File: config.mk
export PLATFORM = sky130hd
export DESIGN_NAME = fp_sqrt_sig_iter_flat
export DESIGN_NICKNAME = d
export VERILOG_FILES = /design/src/rtl/fp_sqrt_sig_iter_pkg.sv /design/src/rtl/fp_sqrt_sig_iter_if.sv /design/src/rtl/fp_sqrt_sig_iter_sqrt_rec_step.sv /design/src/rtl/fp_sqrt_sig_iter.sv /design/src/flat_wrapper.sv
export SDC_FILE = /design/constraint.sdc
export NUM_CORES = 1
export LEC_CHECK = 0
export ABC_AREA = 1
export BUFFER_PORTS_ARGS = -buffer_cell sky130_fd_sc_hd__buf_2
export CAP_MARGIN = 25
export CELL_PAD_IN_SITES_DETAIL_PLACEMENT = 0
export CELL_PAD_IN_SITES_GLOBAL_PLACEMENT = 2
export CORE_AREA = 2 2 208 128
export CTS_CLUSTER_DIAMETER = 50
export DETAILED_ROUTE_END_ITERATION = 6
export DIE_AREA = 0 0 210 130
export PLACE_DENSITY = 0.73
export SKIP_LAST_GASP = 1
export SLEW_MARGIN = 20
export SYNTH_ARGS = -nofsm -noshare
export SYNTH_HDL_FRONTEND = slang
export SYNTH_SLANG_ARGS = --single-unit
export TNS_END_PERCENT = 20
File: constraint.sdc
create_clock -name clk -period 2.2 [get_ports clk]
set_input_delay 0.33 -clock clk [delete_from_list [all_inputs] [get_ports clk]]
set_output_delay 0.33 -clock clk [all_outputs]
set_load 0.05 [all_outputs]
File: src/rtl/fp_sqrt_sig_iter_pkg.sv
// Shared types and default sizing for the iterative significand square-root engine.
package fp_sqrt_sig_iter_pkg;

  localparam int unsigned default_sig_width = 23;
  localparam int unsigned default_tag_width = 12;

  // IEEE rounding modes carried in the sideband tag.
  typedef enum logic [2:0] {
    RNE = 3'd0,
    RTZ = 3'd1,
    RDN = 3'd2,
    RUP = 3'd3,
    RMM = 3'd4
  } round_t;

  // Engine control states.
  typedef enum logic [1:0] {
    IDLE = 2'd0,
    CALC = 2'd1,
    DONE = 2'd2
  } sqrt_state_t;

endpackage

File: src/rtl/fp_sqrt_sig_iter_if.sv
// Operand/result handshake bundle for fp_sqrt_sig_iter.
interface fp_sqrt_sig_iter_if
  import fp_sqrt_sig_iter_pkg::*;
#(
  parameter int unsigned sig_width = default_sig_width,
  parameter int unsigned tag_width = default_tag_width
) ();

  logic                 in_valid;
  logic                 in_ready;
  logic [sig_width-1:0] a_sig;
  logic                 a_exp_lsb;
  logic [tag_width-1:0] tag_in;
  logic                 out_valid;
  logic                 out_ready;
  logic [sig_width+2:0] z_sig_nr;
  logic [tag_width-1:0] tag_out;

  // Upstream producer / downstream consumer side.
  modport master (
    output in_valid, a_sig, a_exp_lsb, tag_in, out_ready,
    input  in_ready, out_valid, z_sig_nr, tag_out
  );

  // Engine side.
  modport slave (
    input  in_valid, a_sig, a_exp_lsb, tag_in, out_ready,
    output in_ready, out_valid, z_sig_nr, tag_out
  );

endinterface

File: src/rtl/fp_sqrt_sig_iter_sqrt_rec_step.sv
// One restoring square-root iteration: brings in two radicand bits and
// decides one root bit.
module sqrt_rec_step #(
  parameter int unsigned n = 25
) (
  input  logic [n+1:0] rem,
  input  logic [n-1:0] q,
  input  logic [1:0]   pair,
  output logic [n+1:0] rem_next,
  output logic         q_bit
);

  logic [n+2:0] rem_sh;
  logic [n+2:0] trial;
  logic         unused_rem_msb;

  // The live remainder never exceeds n+1 bits before shifting, so the top
  // register bit drops out and one extra bit above n+2 serves as the sign.
  assign unused_rem_msb = rem[n+1];

  // Trial subtraction of {Q, 01}; keep it when non-negative.
  always_comb begin
    rem_sh   = {rem[n:0], pair};
    trial    = rem_sh - {1'b0, q, 2'b01};
    q_bit    = ~trial[n+2];
    rem_next = q_bit ? trial[n+1:0] : rem_sh[n+1:0];
  end

endmodule

File: src/rtl/fp_sqrt_sig_iter.sv
// Multi-cycle one-bit-per-cycle significand square root with tag pass-through.
module fp_sqrt_sig_iter
  import fp_sqrt_sig_iter_pkg::*;
#(
  parameter int unsigned sig_width = default_sig_width,
  parameter int unsigned tag_width = default_tag_width
) (
  input logic              clk,
  input logic              resetn,
  input logic              enable,
  fp_sqrt_sig_iter_if.slave bus
);

  localparam int unsigned n     = sig_width + 2;
  localparam int unsigned cnt_w = $clog2(n);
  localparam logic [cnt_w-1:0] cnt_last = cnt_w'(n - 1);

  sqrt_state_t          state;
  logic [cnt_w-1:0]     cnt;
  logic [2*n-1:0]       rad;
  logic [2*n-1:0]       rad_in;
  logic [n-1:0]         q;
  logic [n+1:0]         rem;
  logic [n+1:0]         rem_next;
  logic                 q_bit;
  logic [n-1:0]         q_next;
  logic [tag_width-1:0] tag_hold;
  logic [n:0]           z_reg;
  logic [tag_width-1:0] tag_reg;
  logic                 in_ready_reg;
  logic                 out_valid_reg;

  // Radicand: {1,frac} scaled so the root lands with its MSB at bit n-1;
  // an even biased exponent (odd unbiased) doubles the significand first.
  always_comb begin
    rad_in = {{(n+1){1'b0}}, 1'b1, bus.a_sig};
    rad_in = bus.a_exp_lsb ? (rad_in << n) : (rad_in << (n + 1));
  end

  sqrt_rec_step #(.n(n)) u_step (
    .rem      (rem),
    .q        (q),
    .pair     (rad[2*n-1 -: 2]),
    .rem_next (rem_next),
    .q_bit    (q_bit)
  );

  assign q_next = {q[n-2:0], q_bit};

  // Control FSM, recurrence registers and registered outputs.
  always_ff @(posedge clk or negedge resetn) begin
    if (!resetn) begin
      state         <= IDLE;
      cnt           <= '0;
      rad           <= '0;
      q             <= '0;
      rem           <= '0;
      tag_hold      <= '0;
      z_reg         <= '0;
      tag_reg       <= '0;
      in_ready_reg  <= 1'b1;
      out_valid_reg <= 1'b0;
    end else if (enable) begin
      case (state)
        IDLE: begin
          if (bus.in_valid) begin
            rad          <= rad_in;
            q            <= '0;
            rem          <= '0;
            tag_hold     <= bus.tag_in;
            cnt          <= cnt_last;
            in_ready_reg <= 1'b0;
            state        <= CALC;
          end
        end
        CALC: begin
          rad <= {rad[2*n-3:0], 2'b00};
          q   <= q_next;
          rem <= rem_next;
          if (cnt == '0) begin
            z_reg         <= {q_next, |rem_next};
            tag_reg       <= tag_hold;
            out_valid_reg <= 1'b1;
            state         <= DONE;
          end else begin
            cnt <= cnt - cnt_w'(1);
          end
        end
        DONE: begin
          if (bus.out_ready) begin
            out_valid_reg <= 1'b0;
            in_ready_reg  <= 1'b1;
            state         <= IDLE;
          end
        end
        default: begin
          state <= IDLE;
        end
      endcase
    end
  end

  assign bus.in_ready  = in_ready_reg;
  assign bus.out_valid = out_valid_reg;
  assign bus.z_sig_nr  = z_reg;
  assign bus.tag_out   = tag_reg;

endmodule

File: src/flat_wrapper.sv
// flat-port wrapper written by rule: the top's interface ports become plain ports
module fp_sqrt_sig_iter_flat import fp_sqrt_sig_iter_pkg::*;
#(
  parameter int unsigned sig_width = default_sig_width,
  parameter int unsigned tag_width = default_tag_width
)
  (clk, resetn, enable, bus_in_valid, bus_a_sig, bus_a_exp_lsb, bus_tag_in, bus_out_ready, bus_in_ready, bus_out_valid, bus_z_sig_nr, bus_tag_out);
  fp_sqrt_sig_iter_if #(.sig_width(sig_width), .tag_width(tag_width)) bus_i ();
  input logic clk;
  input logic resetn;
  input logic enable;
  input wire logic [$bits(bus_i.in_valid)-1:0] bus_in_valid;
  input wire logic [$bits(bus_i.a_sig)-1:0] bus_a_sig;
  input wire logic [$bits(bus_i.a_exp_lsb)-1:0] bus_a_exp_lsb;
  input wire logic [$bits(bus_i.tag_in)-1:0] bus_tag_in;
  input wire logic [$bits(bus_i.out_ready)-1:0] bus_out_ready;
  output wire logic [$bits(bus_i.in_ready)-1:0] bus_in_ready;
  output wire logic [$bits(bus_i.out_valid)-1:0] bus_out_valid;
  output wire logic [$bits(bus_i.z_sig_nr)-1:0] bus_z_sig_nr;
  output wire logic [$bits(bus_i.tag_out)-1:0] bus_tag_out;
  assign bus_i.in_valid = bus_in_valid;
  assign bus_i.a_sig = bus_a_sig;
  assign bus_i.a_exp_lsb = bus_a_exp_lsb;
  assign bus_i.tag_in = bus_tag_in;
  assign bus_i.out_ready = bus_out_ready;
  assign bus_in_ready = bus_i.in_ready;
  assign bus_out_valid = bus_i.out_valid;
  assign bus_z_sig_nr = bus_i.z_sig_nr;
  assign bus_tag_out = bus_i.tag_out;
  fp_sqrt_sig_iter #(.sig_width(sig_width), .tag_width(tag_width)) u_core (.clk(clk), .resetn(resetn), .enable(enable), .bus(bus_i));
endmodule
==> flow_summary.ini <==
[outcome]
status = finished, violations left
failed_checks = negative setup slack

[sta]
rsz0062_at_grt = true
final.setup.worst_slack_ps = -382
period_needed_ps = 2580
max-slew-margin-rel_pct = 59.3
setup_viol = 25
tightest_slew_ps = 611
fmax_mhz = 387
period_share_pct = 117
maxSlewViolCount = 0
fin_skew_ps = 8.01
hold_violations = 0

[setup_path]
critPathSlowestCell = dfrtp_1
critPathLaunchType = register
reg2reg_depth = 18
rrSetupSlack_ps = -380
path_class = register to register
timing.rr.end = u_core.bus.z_sig_nr[0]$_DFFE_PN0P_
crit-reg2reg-launch = u_core.rem[20]$_DFFE_PN0P_
worstPathRequired_ps = 2510
crit_end = u_core.bus.z_sig_nr[0]$_DFFE_PN0P_
cp_cell_sequence = ha_4 -> nand2_4 -> inv_4 -> nand2_4 -> nor3_4 -> and2_4 -> nand2_4 -> nand2_4 -> nand2_8 -> nand2_8 -> buf_12 -> nand2_2 -> nand2_2 -> nand2_2 -> nor2_4 -> nand2_2 -> nor2_2 -> a21oi_1
startpoint = u_core.rem[20]$_DFFE_PN0P_
worstPathMaxFanout = 7
cp_data_arrival_time_ps = 2890
cp_slowest_stage_delay_ps = 410
worst_setup_path_end_kind = register

[routing]
routedWlPerCell_microns = 15.0
wl_microns = 25200
ant_nets = 0
detail_route.first_pass.iterations = 5
avgViaCountPerCell = 4.56
vias = 7635
drcViolationCount = 0
drt_iter0_markers = 461

[worst_hold_path]
holdPathStages = 3
worstHoldPathType = input pin to register

[logic_synthesis]
synth_area_leader_cell = dfrtp_1
synth.area.top_cells = dfrtp_1, nand2_1, inv_1, o21ai_0, o22ai_1
yosysSeqAreaShare_pct = 43.4
synth.distinct_cells = 33
ys_warn_count = 0
netlist_area_sq_um = 7790
ys_top_cells_by_count = nand2_1, inv_1, dfrtp_1
synthCells = 1076
yosysMostFrequentCell = nand2_1
synth_edf_count = 0
syn_nets = 1145
syn_area_per_cell_sq_um = 7.24
synth_top_area_share_pct = 43.0
postSynth.asyncResetShare_pct = 100
synth-main-ff-cell = dfrtp_1
yosys_register_bits = 135

[floorplanning]
dieArea_sq_um = 27300
die_w_microns = 210
start_util_pct = 30.3
core.rowCount = 46
pin_count = 81
fp.coreArea_sq_um = 25700
die_h_microns = 130

[cts]
path_clk_slew_ps = 60
cts_tree = built
clock_path_buffers = 2
htreeDepth = 4
clk_latency_ps = 420
cts_root_buffer = clkbuf_16
cts_num_sinks = 135
cts_buffers = 17

[layout]
final_nets = 1396
fin_cells = 1675
drive_gt1_share_pct = 30.8
final_core_util_pct = 43.2
syn2layout_area_growth_pct = 42.6
antenna_cells = 0

[placed_design]
hpwl_microns = 19000
place.gp.congestion = 0.808
dp.cells = 1620
numPortBuffers = 80

[global_route]
grt_pass1_vias = 7070
grt_pass1_wl_microns = 39200
track_usage_pct = 18.6
grt_max_degree = 59
overflow = 0
antenna_found_initial = 0

[run]
timing.max_cap.violations = 0
## metrics by stage
step / cell area (sq um) / setup slack, ps / hold WS, ps / TNS [ps]
final: 11100 / -382 / 120 / -2610
after detailed placement: 9820 / -585 / 362 / -3980
after CTS: 10600 / -329 / 103 / -1070
after floorplan: 7870 / -16.2 / 34.4 / -16.2
after global routing: 11100 / -484 / 115 / -6110
after global placement: 9800 / -553 / 360 / -4260
## layer usage
| metal | GRT usage [%] | up-vias | share of wire, % |
|---|---|---|---|
| met5 | 0 | - | 0 |
| met4 | 3.67 | 0 | 1.1 |
| met3 | 3.56 | 20 | 3.4 |
| met2 | 25.8 | 128 | 40 |
| met1 | 29.4 | 3529 | 56 |
| li1 | - | 3958 | - |
## cells in the final DEF, fill, tap and decap left out, types with 3 or more instances in the layout
master	n
nor3_1	3
buf_12	5
a21oi_2	4
nand2_8	3
clkinv_2	4
clkinvlp_4	3
nand2_2	37
nand3b_1	7
dfrtp_1	134
nand3_4	3
a21oi_1	14
clkbuf_8	4
buf_2	79
ha_4	21
o21ai_0	97
nand2_1	317
nand3_2	3
nand2_4	8
inv_1	162
inv_2	14
o22ai_1	71
nand3_1	40
nor2_2	14
xnor2_1	10
nor2_1	42
buf_4	176
nand4_1	7
ha_1	7
clkbuf_16	20
## worst max-delay path, delay by kind of cell, from the launching register on
family	cells	cell delay (ps)
flip-flops	1	410
AO/OA/AOI/OAI	1	80
adder cells (fa/ha/maj)	1	320
buffers and inverters	2	200
AND/OR/NAND/NOR	14	1450
## final cells by class
cell class              instances  area, sq um
fillers                      2645        14600
multi-input cells             729         4140
flip-flops and latches        135         3380
repair buffers                267         1940
inverters                     177          667
clock buffers                  23          488
well taps                     336          420
clock inverters                 8         72.6
## worst min-delay path by stage
stage                                             to  slack (ps)           from
finish                u_core.tag_hold[6]$_DFFE_PN0P_         120  bus_tag_in[6]
global route          u_core.tag_hold[7]$_DFFE_PN0P_         120  bus_tag_in[7]
CTS                   u_core.tag_hold[6]$_DFFE_PN0P_         100  bus_tag_in[6]
detailed placement        u_core.rem[16]$_DFFE_PN0P_         360         resetn
global placement            u_core.q[17]$_DFFE_PN0P_         360         resetn
floorplan           u_core.bus.out_valid$_DFFE_PN0P_          30         resetn
## what timing repair did
action	4_1_cts	5_1_grt
buffers inserted	7	14
pin swaps	8	41
setup endpoints to repair	26	34
hold endpoints to repair	52	0
gates cloned	0	3
resized for setup	33	77
hold buffers	1	0
## kinds of logic (layout without fill, tap and decap cells)
kind of cell | after synthesis | count (layout) | share of synthesized area [%]
adders and majority gates | 28 | 28 | 4.50
xor gates and xnor gates | 12 | 12 | 1.35
and+or+nand+nor | 489 | 489 | 25.8
AOI/OAI and AO/OA | 200 | 200 | 14.3
DFF | 135 | 135 | 43.4
buffers and inverters | 212 | 475 | 10.6
Power is not shown: default switching activity piles up to over one toggle a cycle in this logic, so the estimate is an artifact.
